### src/rtl/lru_pkg.sv
// Shared types and constants for the 4-way LRU counter controller.
package lru_pkg;

   localparam int unsigned WAY_W  = 2;
   localparam int unsigned NWAYS  = 4;
   localparam int unsigned CNT_W  = 2;
   localparam int unsigned SNAP_W = NWAYS * CNT_W;
   localparam int unsigned WAIT_W = 3;
   localparam int unsigned STEP_W = 3;

   localparam logic [CNT_W-1:0] CNT_MRU = 2'd3;
   localparam logic [CNT_W-1:0] CNT_LRU = 2'd0;

   typedef enum logic [2:0] {
      INIT,
      IDLE,
      CMD,
      SETTLE,
      RESP
   } state_t;

endpackage

### src/rtl/lru_ctrl_4way_dec.sv
// Combinational update decoder: picks the target way and the ld/dcr masks
// that promote it to MRU while ageing every way that was more recent.
module lru_update_dec
   import lru_pkg::*;
(
   input  logic [SNAP_W-1:0] snap,
   input  logic              hit,
   input  logic [WAY_W-1:0]  way,
   output logic [WAY_W-1:0]  k,
   output logic [NWAYS-1:0]  ld_mask,
   output logic [NWAYS-1:0]  dcr_mask,
   output logic              perr
);

   logic [CNT_W-1:0] cnt [NWAYS];
   logic [NWAYS-1:0] seen;
   logic [CNT_W-1:0] min_cnt;
   logic [WAY_W-1:0] k_min;

   // Split the snapshot, flag non-permutations, find the lowest-index minimum
   // (which is the lowest zero whenever a zero exists), then build the masks.
   always_comb begin
      seen     = '0;
      min_cnt  = CNT_MRU;
      k_min    = WAY_W'(NWAYS - 1);
      ld_mask  = '0;
      dcr_mask = '0;
      for (int i = 0; i < NWAYS; i++) begin
         cnt[i] = snap[i*CNT_W +: CNT_W];
      end
      for (int i = 0; i < NWAYS; i++) begin
         seen[cnt[i]] = 1'b1;
      end
      for (int i = NWAYS - 1; i >= 0; i--) begin
         if (cnt[i] <= min_cnt) begin
            min_cnt = cnt[i];
            k_min   = WAY_W'(i);
         end
      end
      perr = (seen != '1);
      k    = hit ? way : k_min;
      ld_mask[k] = 1'b1;
      for (int j = 0; j < NWAYS; j++) begin
         dcr_mask[j] = (WAY_W'(j) != k) && (cnt[j] > cnt[k]);
      end
   end

endmodule

### src/rtl/lru_ctrl_4way.sv
// 4-way LRU controller: initialises four external 2-bit age counters, then
// serves hit/miss requests by pulsing per-way load/decrement commands.
module lru_ctrl_4way
   import lru_pkg::*;
#(
   parameter int unsigned SETTLE_CYCLES = 2
)(
   input  logic              clk,
   input  logic              reset,
   input  logic              req_valid,
   output logic              req_ready,
   input  logic              req_hit,
   input  logic [WAY_W-1:0]  req_way,
   input  logic [SNAP_W-1:0] cnt_in,
   output logic [NWAYS-1:0]  ld,
   output logic [NWAYS-1:0]  dcr,
   output logic              done_valid,
   output logic [WAY_W-1:0]  done_way,
   output logic              err
);

   state_t              state_q, state_d;
   logic [STEP_W-1:0]   step_q, step_d;
   logic [WAIT_W-1:0]   wcnt_q, wcnt_d;

   logic [SNAP_W-1:0]   snap_q;
   logic                hit_q;
   logic [WAY_W-1:0]    way_q;

   logic [NWAYS-1:0]    ld_d, dcr_d;
   logic                req_ready_d, done_valid_d, err_d;
   logic [WAY_W-1:0]    done_way_d;

   logic                accept;
   logic [SNAP_W-1:0]   dec_snap;
   logic                dec_hit;
   logic [WAY_W-1:0]    dec_way;
   logic [WAY_W-1:0]    dec_k;
   logic [NWAYS-1:0]    dec_ld, dec_dcr;
   logic                dec_perr;
   logic [NWAYS-1:0]    init_ld;

   assign accept = (state_q == IDLE) && req_valid && req_ready;

   // Decode live inputs while idle (commands issue the cycle after accept);
   // afterwards decode the captured request to report the promoted way.
   assign dec_snap = (state_q == IDLE) ? cnt_in  : snap_q;
   assign dec_hit  = (state_q == IDLE) ? req_hit : hit_q;
   assign dec_way  = (state_q == IDLE) ? req_way : way_q;

   // Init step i loads way i and ages every lower way.
   assign init_ld = NWAYS'(1) << step_q[WAY_W-1:0];

   lru_update_dec u_dec (
      .snap     (dec_snap),
      .hit      (dec_hit),
      .way      (dec_way),
      .k        (dec_k),
      .ld_mask  (dec_ld),
      .dcr_mask (dec_dcr),
      .perr     (dec_perr)
   );

   // State, sequencing counters and registered outputs.
   always_ff @(posedge clk) begin
      if (reset) begin
         state_q    <= INIT;
         step_q     <= '0;
         wcnt_q     <= '0;
         ld         <= '0;
         dcr        <= '0;
         req_ready  <= 1'b0;
         done_valid <= 1'b0;
         done_way   <= '0;
         err        <= 1'b0;
      end else begin
         state_q    <= state_d;
         step_q     <= step_d;
         wcnt_q     <= wcnt_d;
         ld         <= ld_d;
         dcr        <= dcr_d;
         req_ready  <= req_ready_d;
         done_valid <= done_valid_d;
         done_way   <= done_way_d;
         err        <= err_d;
      end
   end

   // Capture the accepted request and its counter snapshot.
   always_ff @(posedge clk) begin
      if (reset) begin
         snap_q <= '0;
         hit_q  <= 1'b0;
         way_q  <= '0;
      end else if (accept) begin
         snap_q <= cnt_in;
         hit_q  <= req_hit;
         way_q  <= req_way;
      end
   end

   // Next-state logic; output values computed here appear in the next state.
   always_comb begin
      state_d      = state_q;
      step_d       = step_q;
      wcnt_d       = wcnt_q;
      ld_d         = '0;
      dcr_d        = '0;
      req_ready_d  = 1'b0;
      done_valid_d = 1'b0;
      done_way_d   = '0;
      err_d        = err;
      case (state_q)
         INIT: begin
            if (wcnt_q != '0) begin
               wcnt_d = wcnt_q - WAIT_W'(1);
            end else if (step_q == STEP_W'(NWAYS)) begin
               state_d     = IDLE;
               req_ready_d = 1'b1;
            end else begin
               ld_d   = init_ld;
               dcr_d  = init_ld - NWAYS'(1);
               step_d = step_q + STEP_W'(1);
               wcnt_d = WAIT_W'(SETTLE_CYCLES);
            end
         end
         IDLE: begin
            req_ready_d = 1'b1;
            if (accept) begin
               state_d     = CMD;
               req_ready_d = 1'b0;
               ld_d        = dec_ld;
               dcr_d       = dec_dcr;
               err_d       = err | dec_perr;
            end
         end
         CMD: begin
            state_d = SETTLE;
            wcnt_d  = WAIT_W'(SETTLE_CYCLES - 1);
         end
         SETTLE: begin
            if (wcnt_q == '0) begin
               state_d      = RESP;
               done_valid_d = 1'b1;
               done_way_d   = dec_k;
            end else begin
               wcnt_d = wcnt_q - WAIT_W'(1);
            end
         end
         RESP: begin
            state_d     = IDLE;
            req_ready_d = 1'b1;
         end
         default: begin
            state_d = INIT;
            step_d  = '0;
            wcnt_d  = '0;
         end
      endcase
   end

endmodule

### config.mk
export PLATFORM = sky130hd
export DESIGN_NAME = lru_ctrl_4way
export DESIGN_NICKNAME = d
export VERILOG_FILES = /design/src/rtl/lru_pkg.sv /design/src/rtl/lru_ctrl_4way_dec.sv /design/src/rtl/lru_ctrl_4way.sv
export SDC_FILE = /design/constraint.sdc
export NUM_CORES = 1
export LEC_CHECK = 0
export CAP_MARGIN = 20
export CORE_ASPECT_RATIO = 0.5
export CORE_MARGIN = 5
export CORE_UTILIZATION = 50
export DETAILED_ROUTE_END_ITERATION = 8
export PLACE_DENSITY = 0.81
export SLEW_MARGIN = 30
export SYNTH_ARGS = -nofsm -noshare
export SYNTH_HDL_FRONTEND = slang
export SYNTH_HIERARCHICAL = 1
export SYNTH_SLANG_ARGS = --single-unit
### constraint.sdc
create_clock -name clk -period 12.4 [get_ports clk]
set_clock_uncertainty 0.05 [all_clocks]
set_input_delay 2.48 -clock clk [delete_from_list [all_inputs] [get_ports clk]]
set_output_delay 2.48 -clock clk [all_outputs]
set_load 0.01 [all_outputs]
* Word level (Yosys, flattened, before mapping)
Index checks and enable logic that the tools add are counted.
Operators by class: reduce and logical (&&, ||, !) cells 23, mux-type cells 48, div/mod/pow operators 0, $lt $le $gt $ge 19, bitwise operators 9, shift operators 1, $mul 0, add/sub/neg operators 3, eq/ne operators 16
Operator list (count):
- 2-to-1 mux 3 bit | 9
- 2-to-1 mux 4 bit | 6
- 2-to-1 mux 2 bit | 9
- one-hot mux 4 bit (2 select lines) | 2
- < comparator 2 x 3 -> 1 bit (second input constant) | 5
- one-hot mux 3 bit (5 select lines) | 1
- != test 2 bit (second input constant) | 6
- OR 4 bit | 3
- one-hot mux 3 bit (4 select lines) | 1
- logical AND 1 bit | 11
- 2-to-1 mux 1 bit | 11
- demux 1 bit (select 2 bit) | 5
- greater-or-equal comparator 2 x 1 -> 1 bit (second input constant) | 5
- greater-than comparator 2 bit | 4
- 2-to-1 mux 8 bit | 1
- equality test 3 x 2 -> 1 bit (second input constant) | 2
- equality test 3 bit (second input constant) | 2
- <= comparator 2 bit | 3
- zero test 3 bit | 2
- one-hot mux 3 bit (2 select lines) | 1
- AND reduction 3 bit | 2
- binary-select mux 2 bit (select 2 bit) | 1
- != test 2 bit (first input constant) | 2
- != test 4 bit (second input constant) | 1
- other kinds (20) | 24
Word-level totals: input bits 14, logic and storage cells 131, bits in writable memories 0, bits in latches 0, memories 0, bits in read-only memories 0, register bits 33, output and inout port bits 13

* Longest topological paths before layout
Gate-level depths: netlist (run 1).
depth after elaboration 19, gate-level depth with buffers 27, mapped depth without buffers 26

* Cells and area by module
The synthesis (run 1) kept the hierarchy.
Modules (own cells, without submodules):
- lru_ctrl_4way | instances 1, cells each 188, sequential area each 660.6 um2, area each 1642.8 um2
- lru_update_dec | instances 1, cells each 96, sequential area each 0.0 um2, area each 618.1 um2

* Worst setup path before layout (run 1)
OpenSTA, ideal clock, no wires.
kind input to register, start point input cnt_in[7], end point register dcr[2], slack 6.059 ns, data arrival time 6.221 ns, buffers on the path 0, library setup time 0.070 ns, required time 12.280 ns, stages on the path 23, cells stage by stage mux2_2 -> inv_1 -> ha_1 -> nor2b_1 -> o21ai_1 -> nand2_1 -> o21ai_0 -> ha_1 -> nand2_1 -> o21a_1 -> nor2_1 -> a21oi_1 -> ha_1 -> a21oi_2 -> o21ai_2 -> a22oi_1 -> mux2i_1 -> ha_1 -> nor2_1 -> o22ai_1 -> nor3_1 -> nand2_1 -> a21oi_1
On the way: longest elaborated chain between the ends 18, elaborated cells on any way between the ends 21, classes of those cells 5 x order compare; 1 x eq/ne; 13 x mux; 1 x bitwise; 1 x reduce/logical
RTL lines:
- start, declared | line lru_ctrl_4way.sv:14 | input logic [SNAP_W-1:0] cnt_in,
- 2-to-1 mux 8 bit (*) | line lru_ctrl_4way.sv:47 | assign dec_snap = (state_q == IDLE) ? cnt_in : snap_q;
- <= comparator 2 bit | line lru_ctrl_4way_dec.sv:35 | if (cnt[i] <= min_cnt) begin
- 2-to-1 mux 2 bit (*) | line lru_ctrl_4way_dec.sv:35
- <= comparator 2 bit | line lru_ctrl_4way_dec.sv:35
- 2-to-1 mux 2 bit | line lru_ctrl_4way_dec.sv:35
- <= comparator 2 bit | line lru_ctrl_4way_dec.sv:35
- 2-to-1 mux 2 bit | line lru_ctrl_4way_dec.sv:35
- <= comparator 2 bit | line lru_ctrl_4way_dec.sv:35
- [2 not listed]
- net dec_k[0] | line lru_ctrl_4way.sv:38 | logic [WAY_W-1:0] dec_k;
- NOT 2 -> 3 bit (not written as such) | line lru_ctrl_4way_dec.sv:44 | dcr_mask[j] = (WAY_W'(j) != k) && (cnt[j] > cnt[k]);
- binary-select mux 2 bit (select 2 bit) | line lru_ctrl_4way_dec.sv:44
- 2-to-1 mux 2 bit (not written as such) (2 in a row) | line lru_ctrl_4way_dec.sv:44
- greater-than comparator 2 bit | line lru_ctrl_4way_dec.sv:44
- logical AND 1 bit (*) | line lru_ctrl_4way_dec.sv:44
- net dec_dcr[2] | line lru_ctrl_4way.sv:39 | logic [NWAYS-1:0] dec_ld, dec_dcr;
- 2-to-1 mux 4 bit (*) | line lru_ctrl_4way.sv:129 | if (accept) begin
- one-hot mux 4 bit (2 select lines) (*) | line lru_ctrl_4way.sv:113 | case (state_q)
- end signal, assigned | line lru_ctrl_4way.sv:81 | dcr <= dcr_d;
- end, declared | line lru_ctrl_4way.sv:16 | output logic [NWAYS-1:0] dcr,
The timed path passes the listed nets; every way through them passes the cells marked *. The select of a mux whose other input is x is not followed. A chain may end at the register's enable or synchronous reset.

* Worst setup path after layout (run 1)
start point input cnt_in[5], end point register dcr[2]
On the way: longest elaborated chain between the ends 16, elaborated cells on any way between the ends 19, classes of those cells 4 x order compare; 1 x eq/ne; 12 x mux; 1 x bitwise; 1 x reduce/logical
RTL lines:
- 2-to-1 mux 8 bit (*) | line lru_ctrl_4way.sv:47
- net dec_snap[5] | line lru_ctrl_4way.sv:35 | logic [SNAP_W-1:0] dec_snap;
- <= comparator 2 bit | line lru_ctrl_4way_dec.sv:35
- 2-to-1 mux 2 bit | line lru_ctrl_4way_dec.sv:35
- <= comparator 2 bit | line lru_ctrl_4way_dec.sv:35
- 2-to-1 mux 2 bit | line lru_ctrl_4way_dec.sv:35
- <= comparator 2 bit | line lru_ctrl_4way_dec.sv:35
- 2-to-1 mux 2 bit (*) | line lru_ctrl_4way_dec.sv:35
- [1 not listed]
- net dec_k[0] | line lru_ctrl_4way.sv:38
- NOT 2 -> 3 bit (not written as such) | line lru_ctrl_4way_dec.sv:44
- binary-select mux 2 bit (select 2 bit) | line lru_ctrl_4way_dec.sv:44
- 2-to-1 mux 2 bit (not written as such) (2 in a row) | line lru_ctrl_4way_dec.sv:44
- greater-than comparator 2 bit | line lru_ctrl_4way_dec.sv:44
- logical AND 1 bit (*) | line lru_ctrl_4way_dec.sv:44
- net dec_dcr[2] | line lru_ctrl_4way.sv:39
- 2-to-1 mux 4 bit (*) | line lru_ctrl_4way.sv:129
- one-hot mux 4 bit (2 select lines) (*) | line lru_ctrl_4way.sv:113
Marked as above.

==> qor.csv, run 1 <==
stage;metric;value;unit
status;status;finished clean;
drt;drt pass-1 iters;4;
global_route;initial antenna violation count;0;
global_route;pin count of the biggest net entering global routing;27;
place;Placed Area;0.00253;mm²
setup_path;worst reg2reg endpoint;dcr[2];
synthesis;Netlist cell types;60;
setup_path;most used cell, CP;ha_1;
synthesis;cells after synthesis;284;
place;DP Wirelength;3.95;mm
synthesis;post-synth top area share;0.292;
timing;final setup vio count;0;
timing;Final Max Tran Viols;0;
drt;Total Wirelength;5.23;mm
clock_network;number of buffers added for setup after CTS;0;
synthesis;Yosys Warn Count;6;
timing;min Tclk post-route;7120;ps
floorplanning;core area;0.00438;mm²
timing;RSZ-0062 raised after global routing;no;
global_route;vias in the first global route;1980;
clock_network;Root Buffer;clkbuf_8;
synthesis;synthesized area;0.00226;mm²
floorplanning;Die Y;57.6;µm
global_route;All-Layer GR Usage;0.180;
setup_path;CP required;12570;ps
clock_network;clk slew on worst S/H paths;70;ps
power_and_ir_drop;Pwr Density;125;mW/mm²
synthesis;synth cell count leaders;nand2_1 (46), dfxtp_1 (33), a21oi_1 (30), nor2_1 (20), ha_1 (19);
worst_hold_path;HP Start;snap_q[7];
timing;Total Negative Setup Slacks;0;ps
clock_network;Sink Count;33;
setup_path;r2r worst-path depth;24;
timing;Setup WS post-layout;5280;ps
finish;Final Core Density;0.598;
setup_path;max incr delay on CP;430;ps
finish;final std cell area, no fill;0.00262;mm²
global_route;grt total ovfl;0;
synthesis;async set-reset flop share out of synthesis;0;
clock_network;Longest Clk Path Bufs;2;
drt;Detail Route Antenna Nets;0;
drt;First DRT Iteration DRCs;135;
setup_path;WP buf/inv;1;
worst_hold_path;Hold Path Cell Cnt;2;
setup_path;Startpoint Class;input port;
floorplanning;DIE AREA;0.00605;mm²
setup_path;Crit Path Max Fanout;10;
synthesis;Synth Area per Inst;7.96;µm²
timing;period utilization;0.575;
clock_network;post_cts resized;0;
synthesis;Area contributors post-synth;dfxtp_1 (29%), ha_1 (11%), nand2_1 (7.6%);
synthesis;post-synthesis sequential area ratio;0.292;
drt;total number of vias;2114;
synthesis;Seq cells post-synth;33;
synthesis;Post-synth EDFFs;0;
power_and_ir_drop;leakage power;0.989;nW
floorplanning;I/O pins;27;
place;routability cong.;0.939;
setup_path;Setup Crit Path Kind;input port to flop;
drt;DRC Markers;0;
floorplanning;DIE WIDTH;105;µm
finish;share of post-route cells with drive strength above 1;0.102;
timing;Final Hold Viols;0;
clock_network;Clk Latency, worst-skew pair;290;ps
global_route;global-route wire length before repair;9.04;mm
power_and_ir_drop;worst vdd ir;0.0890;mV
setup_path;slowest CP cell;mux2i_1;
clock_network;CTS buffer count;5;
power_and_ir_drop;Total Power;0.326;mW
drt;mean number of vias per cell;5.84;
synthesis;ys flop type;dfxtp_1;
timing;fmax;140;MHz
clock_network;Post-CTS Hold Fix Bufs;0;
place;Setup WS pre-CTS;5080;ps
clock_network;CTS tree;done;
setup_path;worst path arrival time;7290;ps
drt;routed len/inst;14.5;µm
finish;n_diodes;0;
place;IO Port Bufs;26;
timing;Max-slew headroom;0.524;
setup_path;Top delay family on crit path;compound AO/OA/AOI/OAI gates;
setup_path;setup slack, reg-to-reg;6750;ps
synthesis;dominant cell type by area after synthesis;dfxtp_1;
finish;area delta synth->final;15.8;%
setup_path;crit end category;flop;
flow_run;max-cap viol count;0;
finish;Final nets;338;
timing;Worst Tran Pin Value;713;ps
floorplanning;Initial Utilization;0.516;
synthesis;syn_nets;317;
clock_network;H-tree level count;2;
setup_path;Reg2Reg Launch Point;state_q[0];
setup_path;crit-path cells;clkdlybuf4s50_1, mux2_2, ha_1, nor2b_1, o21ai_1, nand2_1, o21ai_0, ha_1, nand2_1, o21a_1, nor2_1, a21oi_1, ha_1, a21oi_2, o21ai_2, a22oi_1, mux2i_1, ha_1, nor2_1, o22ai_1, nor3_1, nand2_1, a21oi_1;
synthesis;most frequent cell after synthesis;nand2_1;
worst_hold_path;min-delay worst type;flop to flop;
worst_hold_path;Hold Path End;snap_q[7];
floorplanning;Rows;17;
==> logic make-up (layout without fill, tap and decap cells) <==
kind of cell,after synthesis,in the layout,synth area share
flops,33,33,0.292
mux,14,14,0.0681
simple gates,105,105,0.228
xor+xnor,1,1,0.00387
fa+ha+maj,19,19,0.105
buf+inv,30,51,0.0576
compound gates,82,82,0.245
==> where the power goes <==
part / internal, mW / switching (mW) / leakage (nW)
Combinational: 0.0517 / 0.0616 / 0.679
Sequential: 0.118 / 0.00933 / 0.267
Clock: 0.0439 / 0.0410 / 0.0433
Total: 0.214 / 0.112 / 0.989
==> routing by layer <==
| layer | vias to the layer above | track usage | wire (µm) |
|---|---|---|---|
| li1 | 1054 | - | - |
| met1 | 1010 | 0.227 | 2400 |
| met2 | 42 | 0.309 | 2520 |
| met3 | 8 | 0.0407 | 249 |
| met4 | 0 | 0.0546 | 61 |
| met5 | - | 0 | 0 |
==> worst register-to-register path, cell delays in order (launching register included) <==
cell	delay [ps]
dfxtp_1	590
nor3b_2	240
buf_4	230
mux2_2	480
ha_1	350
nor2b_1	140
o21ai_1	230
nand2_1	100
o21ai_0	110
ha_1	280
nand2_1	90
o21a_1	230
nor2_1	60
a21oi_1	130
ha_1	260
a21oi_2	130
o21ai_2	110
a22oi_1	400
mux2i_1	430
ha_1	300
nor2_1	150
o22ai_1	100
nor3_1	180
nand2_1	70
a21oi_1	150
==> placed cells by master (no fill, tap or decap), drive strengths merged, types with 7 or more instances in the layout <==
cell type,synthesis,layout
ha,19,19
mux2,11,11
a21oi,31,31
o21ai,16,16
nor3,7,7
clkdlybuf4s50,0,25
dfxtp,33,33
nand2,46,46
inv,17,17
nor2,20,20
==> worst max path at each step <==
| stage | slack (ps) | end | startpoint | depth (start not counted) |
|---|---|---|---|---|
| final | 5280 | dcr[2] | cnt_in[5] | 23 |
| after floorplan | 6060 | dcr[2] | cnt_in[7] | 23 |
| after detailed placement | 5080 | dcr[2] | cnt_in[5] | 23 |
| after global routing | 4890 | dcr[3] | cnt_in[5] | 24 |
| after global placement | 5290 | dcr[2] | cnt_in[5] | 23 |
| after CTS | 5320 | dcr[2] | cnt_in[5] | 23 |
==> through the flow <==
| step | hold slack, ps | std cells |
|---|---|---|
| global route | 425 | 362 |
| floorplan | 384 | 284 |
| CTS | 406 | 362 |
| finish | 406 | 362 |
| global placement | 389 | 355 |
| detailed placement | 396 | 355 |
==> sequential cells by signal, indices dropped and copies added (netlist names) <==
signal      flops
dcr             4
done_valid      1
done_way        2
err             1
hit_q           1
ld              4
req_ready       1
snap_q          8
state_q         3
step_q          3
way_q           2
wcnt_q          3
==> final cells by class <==
type,count,area [µm²]
repair buffers,27,263
clock inverters,1,7.51
flip-flops and latches,33,661
inverters,17,63.8
well taps,57,71.3
clock buffers,6,82.6
multi-input cells,221,1470
fillers,368,1760
No activity file was read; power rests on OpenSTA's default activity.
==> run 2: changes to the inputs <==
==> constraint.sdc (replaced) <==
create_clock -name clk -period 7 [get_ports clk]
set_clock_uncertainty 0.05 [all_clocks]
set_input_delay 1.4 -clock clk [delete_from_list [all_inputs] [get_ports clk]]
set_output_delay 1.4 -clock clk [all_outputs]
set_load 0.01 [all_outputs]
==> qor.csv, run 2 (synthesized netlist as in run 1, its figures left out) <==
stage;metric;value;unit;change
status;status;finished clean;;
finish;Final Core Density;0.599;;+0.00143
clock_network;Post-CTS Hold Fix Bufs;0;;unchanged
finish;final std cell area, no fill;0.00263;mm²;+0.24%
place;Placed Instances;355;;unchanged
place;Placed Area;0.00253;mm²;unchanged
clock_network;CTS tree;done;;
clock_network;Longest Clk Path Bufs;2;;unchanged
setup_path;CP required;7170;ps;-5400 ps
worst_hold_path;HP Start;hit_q;;
timing;fmax;165;MHz;
finish;share of post-route cells with drive strength above 1;0.105;;+0.00294
place;DP Wirelength;3.83;mm;-3.1%
global_route;pin count of the biggest net entering global routing;27;;unchanged
setup_path;setup slack, reg-to-reg;1330;ps;-5420 ps
power_and_ir_drop;leakage power;0.997;nW;+0.80%
global_route;grt total ovfl;0;;unchanged
setup_path;Setup Crit Path Kind;input port to flop;;
finish;max FFs per register;8;;unchanged
floorplanning;DIE WIDTH;105;µm;unchanged
finish;most common cell after layout, fill and taps aside;nand2_1;;
drt;Detail Route Antenna Nets;0;;unchanged
timing;Final Hold Viols;0;;unchanged
setup_path;Reg2Reg Launch Point;state_q[0];;
floorplanning;DIE AREA;0.00605;mm²;unchanged
clock_network;Clk Latency, worst-skew pair;290;ps;about the same
clock_network;clk slew on worst S/H paths;70;ps;about the same
worst_hold_path;Hold Path Cell Cnt;2;;unchanged
flow_run;max-cap viol count;0;;unchanged
timing;Total Negative Setup Slacks;0;ps;unchanged
worst_hold_path;Hold Path End;hit_q;;
clock_network;CTS buffer count;5;;unchanged
global_route;global-route wire length before repair;8.76;mm;-3.1%
finish;Largest Register;snap_q;;
floorplanning;Rows;17;;unchanged
global_route;vias in the first global route;1950;;-1.5%
timing;RSZ-0062 raised after global routing;no;;
power_and_ir_drop;Pwr Density;222;mW/mm²;+78%
clock_network;Sink Count;33;;unchanged
drt;Total Wirelength;5.11;mm;-2.4%
floorplanning;Initial Utilization;0.516;;unchanged
global_route;All-Layer GR Usage;0.173;;-0.00663
setup_path;Startpoint Class;input port;;
clock_network;post_cts resized;0;;unchanged
setup_path;Crit Path Max Fanout;10;;unchanged
finish;area delta synth->final;16.1;%;
setup_path;crit end category;flop;;
clock_network;number of buffers added for setup after CTS;0;;unchanged
floorplanning;core area;0.00438;mm²;unchanged
worst_hold_path;min-delay worst type;flop to flop;;
place;IO Port Bufs;26;;unchanged
power_and_ir_drop;worst vdd ir;0.140;mV;+58%
setup_path;worst reg2reg endpoint;dcr[2];;
finish;largest registers;snap_q: 8 flops, dcr: 4 flops, ld: 4 flops;;
timing;min Tclk post-route;6070;ps;
clock_network;Root Buffer;clkbuf_8;;
timing;final setup vio count;0;;unchanged
drt;DRC Markers;0;;unchanged
timing;Final Max Tran Viols;0;;unchanged
floorplanning;I/O pins;27;;unchanged
finish;commonest non-fill, non-tap cells in the layout;nand2_1 (46), dfxtp_1 (33), a21oi_1 (30);;
timing;Max-slew headroom;0.517;;-0.00775
finish;n_diodes;0;;unchanged
timing;Worst Tran Pin Value;725;ps;+11.6 ps
place;routability cong.;0.956;;+1.8%
finish;Final nets;338;;unchanged
floorplanning;Die Y;57.6;µm;unchanged
global_route;initial antenna violation count;0;;unchanged
drt;drt pass-1 iters;4;;unchanged
drt;First DRT Iteration DRCs;68;;-50%
setup_path;r2r worst-path depth;23;;-4.2%
drt;total number of vias;2106;;-0.38%
timing;period utilization;0.867;;
drt;routed len/inst;14.1;µm;-2.7%
finish;final std cells w/o fill;363;;+0.28%
drt;mean number of vias per cell;5.80;;-0.65%
setup_path;worst path arrival time;6240;ps;-1050 ps
clock_network;H-tree level count;2;;unchanged
==> run 2: cell count changes in the layout (fill, tap and decap cells not counted) <==
cell	previous run	this run
clkinv_2	0	1
clkinv_4	0	1
clkinvlp_4	1	0
==> run 2: area by class of cell <==
class / count / area (µm²)
clock buffer: 6 / 82.6
clock inverter: 2 / 13.8
fill: 381 / 1760
inverter: 17 / 63.8
multi-input combinational: 221 / 1470
sequential: 33 / 661
tap: 57 / 71.3
timing repair buffer: 27 / 263
==> run 2: layer usage <==
metal  up-vias  global-route usage  share of wire
li1       1058                   -              -
met5         -                   0              0
met3         8              0.0531          0.045
met2        46               0.286           0.47
met4         0              0.0619          0.011
met1       994               0.216           0.48
==> run 2: through the flow <==
step,hold WS [ps],setup slack (ps),total power [mW]
2_1_floorplan,384,1740,0.372
5_1_grt,428,599,0.619
6_report,407,932,0.583
3_3_place_gp,389,960,0.421
3_5_place_dp,397,673,0.430
4_1_cts,406,982,0.584
==> run 2: worst max-delay path by stage <==
stage               from  endpoint  slack [ps]
6_report       cnt_in[5]    dcr[2]         930
5_1_grt        cnt_in[5]    dcr[2]         600
4_1_cts        cnt_in[5]    dcr[2]         980
3_5_place_dp   cnt_in[5]    dcr[2]         670
3_3_place_gp   cnt_in[5]    dcr[2]         960
2_1_floorplan  cnt_in[7]    dcr[2]        1740
==> run 2: power breakdown <==
| part | leakage (nW) | total [mW] | switching (mW) | internal (mW) |
|---|---|---|---|---|
| Clock | 0.0512 | 0.157 | 0.0769 | 0.0797 |
| Combinational | 0.679 | 0.200 | 0.108 | 0.0920 |
| Sequential | 0.267 | 0.226 | 0.0159 | 0.210 |
==> run 2: worst max-delay path, cell delays in order <==
cell and delay [ps]:
clkdlybuf4s50_1 420, mux2_2 380, ha_1 350, nor2b_1 140
o21ai_1 210, o21ai_0 160, ha_1 210, nor2b_1 210
o21a_1 230, nor2_1 60, a21oi_1 140, ha_1 270
a21oi_2 140, o21ai_2 110, a22oi_1 430, mux2i_1 440
ha_1 300, nor2_1 150, o22ai_1 100, nor3_1 170
nand2_1 60, a21oi_1 150
==> run 3: changes to the inputs <==
--- a/config.mk
+++ b/config.mk
@@ -14,5 +14,4 @@
 export SLEW_MARGIN = 30
 export SYNTH_ARGS = -nofsm -noshare
 export SYNTH_HDL_FRONTEND = slang
-export SYNTH_HIERARCHICAL = 1
 export SYNTH_SLANG_ARGS = --single-unit
==> qor.csv, run 3 <==
stage;metric;value;unit;change
synthesis;ys flop type;dfxtp_1;;
finish;Final Core Density;0.610;;+0.0114
power_and_ir_drop;leakage power;0.962;nW;-3.5%
synthesis;Netlist cell types;52;;-13%
power_and_ir_drop;Clock Power Share;0.249;;-0.020
worst_hold_path;Hold Path Cell Cnt;2;;unchanged
finish;most common cell after layout, fill and taps aside;nand2_1;;
worst_hold_path;Hold Path End;snap_q[1];;
flow_run;max-cap viol count;0;;unchanged
power_and_ir_drop;Pwr Density;227;mW/mm²;+2.4%
setup_path;Startpoint Class;input port;;
clock_network;Sink Count;33;;unchanged
floorplanning;core area;0.00434;mm²;-0.97%
synthesis;Synth Area per Inst;7.78;µm²;-2.3%
global_route;grt total ovfl;0;;unchanged
global_route;pin count of the biggest net entering global routing;26;;-3.7%
finish;final std cells w/o fill;370;;+1.9%
drt;Total Wirelength;5.68;mm;+11%
setup_path;Reg2Reg Launch Point;state_q[0];;
power_and_ir_drop;internal power;0.387;mW;+1.6%
floorplanning;DIE WIDTH;104;µm;-0.88%
floorplanning;DIE AREA;0.00595;mm²;-1.7%
finish;share of post-route cells with drive strength above 1;0.0863;;-0.0183
finish;max FFs per register;8;;unchanged
floorplanning;Die Y;57.1;µm;-0.81%
clock_network;CTS buffer count;5;;unchanged
timing;Worst Tran Pin Value;919;ps;+194 ps
global_route;All-Layer GR Usage;0.197;;+0.0242
timing;min Tclk post-route;6630;ps;+561 ps
setup_path;Setup Crit Path Kind;input port to flop;;
global_route;initial antenna violation count;0;;unchanged
clock_network;Clk Latency, worst-skew pair;300;ps;about the same
clock_network;H-tree level count;2;;unchanged
global_route;global-route wire length before repair;9.58;mm;+9.4%
synthesis;Yosys Warn Count;0;;-6
clock_network;Longest Clk Path Bufs;2;;unchanged
power_and_ir_drop;sequential share of power;0.376;;-0.011
setup_path;worst reg2reg endpoint;dcr[1];;
setup_path;setup slack, reg-to-reg;680;ps;-650 ps
finish;Largest Register;snap_q;;
setup_path;r2r worst-path depth;29;;+26%
global_route;vias in the first global route;2135;;+9.5%
synthesis;syn_nets;316;;-0.32%
synthesis;post-synth top area share;0.298;;+0.00577
worst_hold_path;min-delay worst type;flop to flop;;
power_and_ir_drop;Sw Ratio;0.356;;+0.0112
clock_network;Post-CTS Hold Fix Bufs;0;;unchanged
timing;RSZ-0062 raised after global routing;no;;
clock_network;Root Buffer;clkbuf_8;;
setup_path;worst path arrival time;6790;ps;+550 ps
timing;fmax;151;MHz;-8.5%
place;routability cong.;0.886;;-7.2%
clock_network;CTS tree;done;;
synthesis;most frequent cell after synthesis;nand2_1;;
floorplanning;Initial Utilization;0.511;;-0.00503
place;DP Wirelength;4.10;mm;+7.1%
place;IO Port Bufs;26;;unchanged
finish;largest registers;snap_q: 8 flops, dcr: 4 flops, ld: 4 flops;;
timing;Final Max Tran Viols;0;;unchanged
timing;hold_ws;409;ps;+1.44 ps
setup_path;CP required;7160;ps;about the same
drt;routed len/inst;15.3;µm;+9.1%
drt;First DRT Iteration DRCs;100;;+47%
finish;Filler cells;378;;-0.79%
timing;period utilization;0.947;;+0.0802
finish;commonest non-fill, non-tap cells in the layout;nand2_1 (46), dfxtp_1 (33), clkdlybuf4s50_1 (26);;
synthesis;Seq cells post-synth;33;;unchanged
drt;mean number of vias per cell;5.81;;+0.11%
synthesis;synthesized area;0.00222;mm²;-1.9%
worst_hold_path;HP Start;snap_q[1];;
power_and_ir_drop;worst vdd ir;0.159;mV;+13%
synthesis;Post-synth EDFFs;0;;unchanged
synthesis;async set-reset flop share out of synthesis;0;;unchanged
finish;Final nets;344;;+1.8%
synthesis;post-synthesis sequential area ratio;0.298;;+0.00577
place;Placed Instances;362;;+2.0%
timing;final setup vio count;0;;unchanged
floorplanning;I/O pins;27;;unchanged
setup_path;Crit Path Max Fanout;5;;-5
synthesis;cells after synthesis;285;;+0.35%
synthesis;dominant cell type by area after synthesis;dfxtp_1;;
finish;area delta synth->final;19.5;%;
synthesis;Area contributors post-synth;dfxtp_1 (30%), ha_1 (9.6%), nand2_1 (7.8%);;
power_and_ir_drop;Gate power share;0.375;;+0.031
synthesis;synth cell count leaders;nand2_1 (46), dfxtp_1 (33), nor2_1 (25), a21oi_1 (23), ha_1 (17);;
drt;total number of vias;2149;;+2.0%
drt;drt pass-1 iters;4;;unchanged
drt;Detail Route Antenna Nets;0;;unchanged
drt;DRC Markers;0;;unchanged
floorplanning;Rows;17;;unchanged
status;status;finished clean;;
setup_path;crit path launch;cnt_in[7];;
power_and_ir_drop;switching power;0.215;mW;+6.7%
clock_network;clk slew on worst S/H paths;60;ps;about the same
finish;n_diodes;0;;unchanged
timing;Final Hold Viols;0;;unchanged
timing;Max-slew headroom;0.385;;-0.131
setup_path;crit end category;flop;;
run 3: cell types whose count changed after synthesis, moves of 6 or more:
cell     change
mux2_2      -10
mux2i_1     +10
a21oi_1      -7
buf_2        -7
inv_1        -6
run 3: power by group through the flow:
stage	clock network [mW]	registers (mW)	logic, mW
after global routing	0.163	0.229	0.251
final	0.150	0.227	0.226
after CTS	0.155	0.226	0.222
after floorplan	0	0.232	0.152
after global placement	0	0.229	0.210
after detailed placement	0	0.230	0.220
run 3: timing repair:
item                                    CTS  global route
gates resized for setup                   0             2
endpoints found under the setup margin    0             2
setup buffers                             0             1
endpoints found under the hold margin     0             0
run 3: cells by family after synthesis:
group / after synthesis / share of synthesized area
AND/OR/NAND/NOR: 117 / 0.252
AO/OA/AOI/OAI: 75 / 0.221
flip-flops: 33 / 0.298
buffers and inverters: 26 / 0.0547
adder cells (fa/ha/maj): 17 / 0.0959
multiplexers: 15 / 0.0705
XOR/XNOR: 2 / 0.00790
run 3: per-stage QoR:
stage / total power, mW / area [µm²] / TNS, ps / setup WS [ps]
2_1_floorplan: 0.384 / 2220 / 0 / 713
3_3_place_gp: 0.438 / 2530 / 0 / 255
3_5_place_dp: 0.450 / 2530 / -42.1 / -42.1
4_1_cts: 0.603 / 2630 / 0 / 255
5_1_grt: 0.644 / 2650 / 0 / 19.6
6_report: 0.602 / 2650 / 0 / 370
run 3: final cells by class:
| cell class | instances | area (µm²) | share of cell area |
|---|---|---|---|
| inverter | 13 | 48.8 | 0.0184 |
| clock buffer | 6 | 82.6 | 0.0312 |
| multi-input combinational | 226 | 1460 | 0.550 |
| timing repair buffer | 34 | 320 | 0.121 |
| sequential | 33 | 661 | 0.249 |
| tap | 57 | 71.3 | 0.0269 |
| clock inverter | 1 | 7.51 | 0.00283 |
run 3: worst max path at each step:
stage | slack (ps) | cells past startpoint | to
floorplan | 710 | 26 | dcr[1]
global placement | 250 | 28 | dcr[1]
detailed placement | -40 | 28 | dcr[1]
CTS | 250 | 28 | dcr[1]
global route | 20 | 28 | dcr[1]
finish | 370 | 28 | dcr[1]
run 3: metal layers:
metal  wire length, µm  vias up  GRT usage
li1                  -     1073          -
met1              2620     1009      0.242
met2              2720       60      0.333
met3               257        7     0.0588
met4                78        0     0.0738
met5                 0        -          0
run 3: worst max-delay path: stages:
cell and delay (ps):
clkdlybuf4s50_1 550, a21o_1 170, inv_2 60, ha_4 270
nand3b_1 90, a32oi_2 300, nand2_1 80, o21ai_0 110
ha_1 290, nor2b_1 150, o21ai_2 220, nor2_1 70
a21oi_1 130, ha_1 250, nor2b_1 140, o21a_1 180
nor2_1 140, a21oi_1 70, and2_4 160, mux2_4 290
a222oi_1 270, buf_4 190, ha_1 220, nor2_1 170
nor2_1 60, or4_1 430, nand3b_1 190, o211ai_1 110
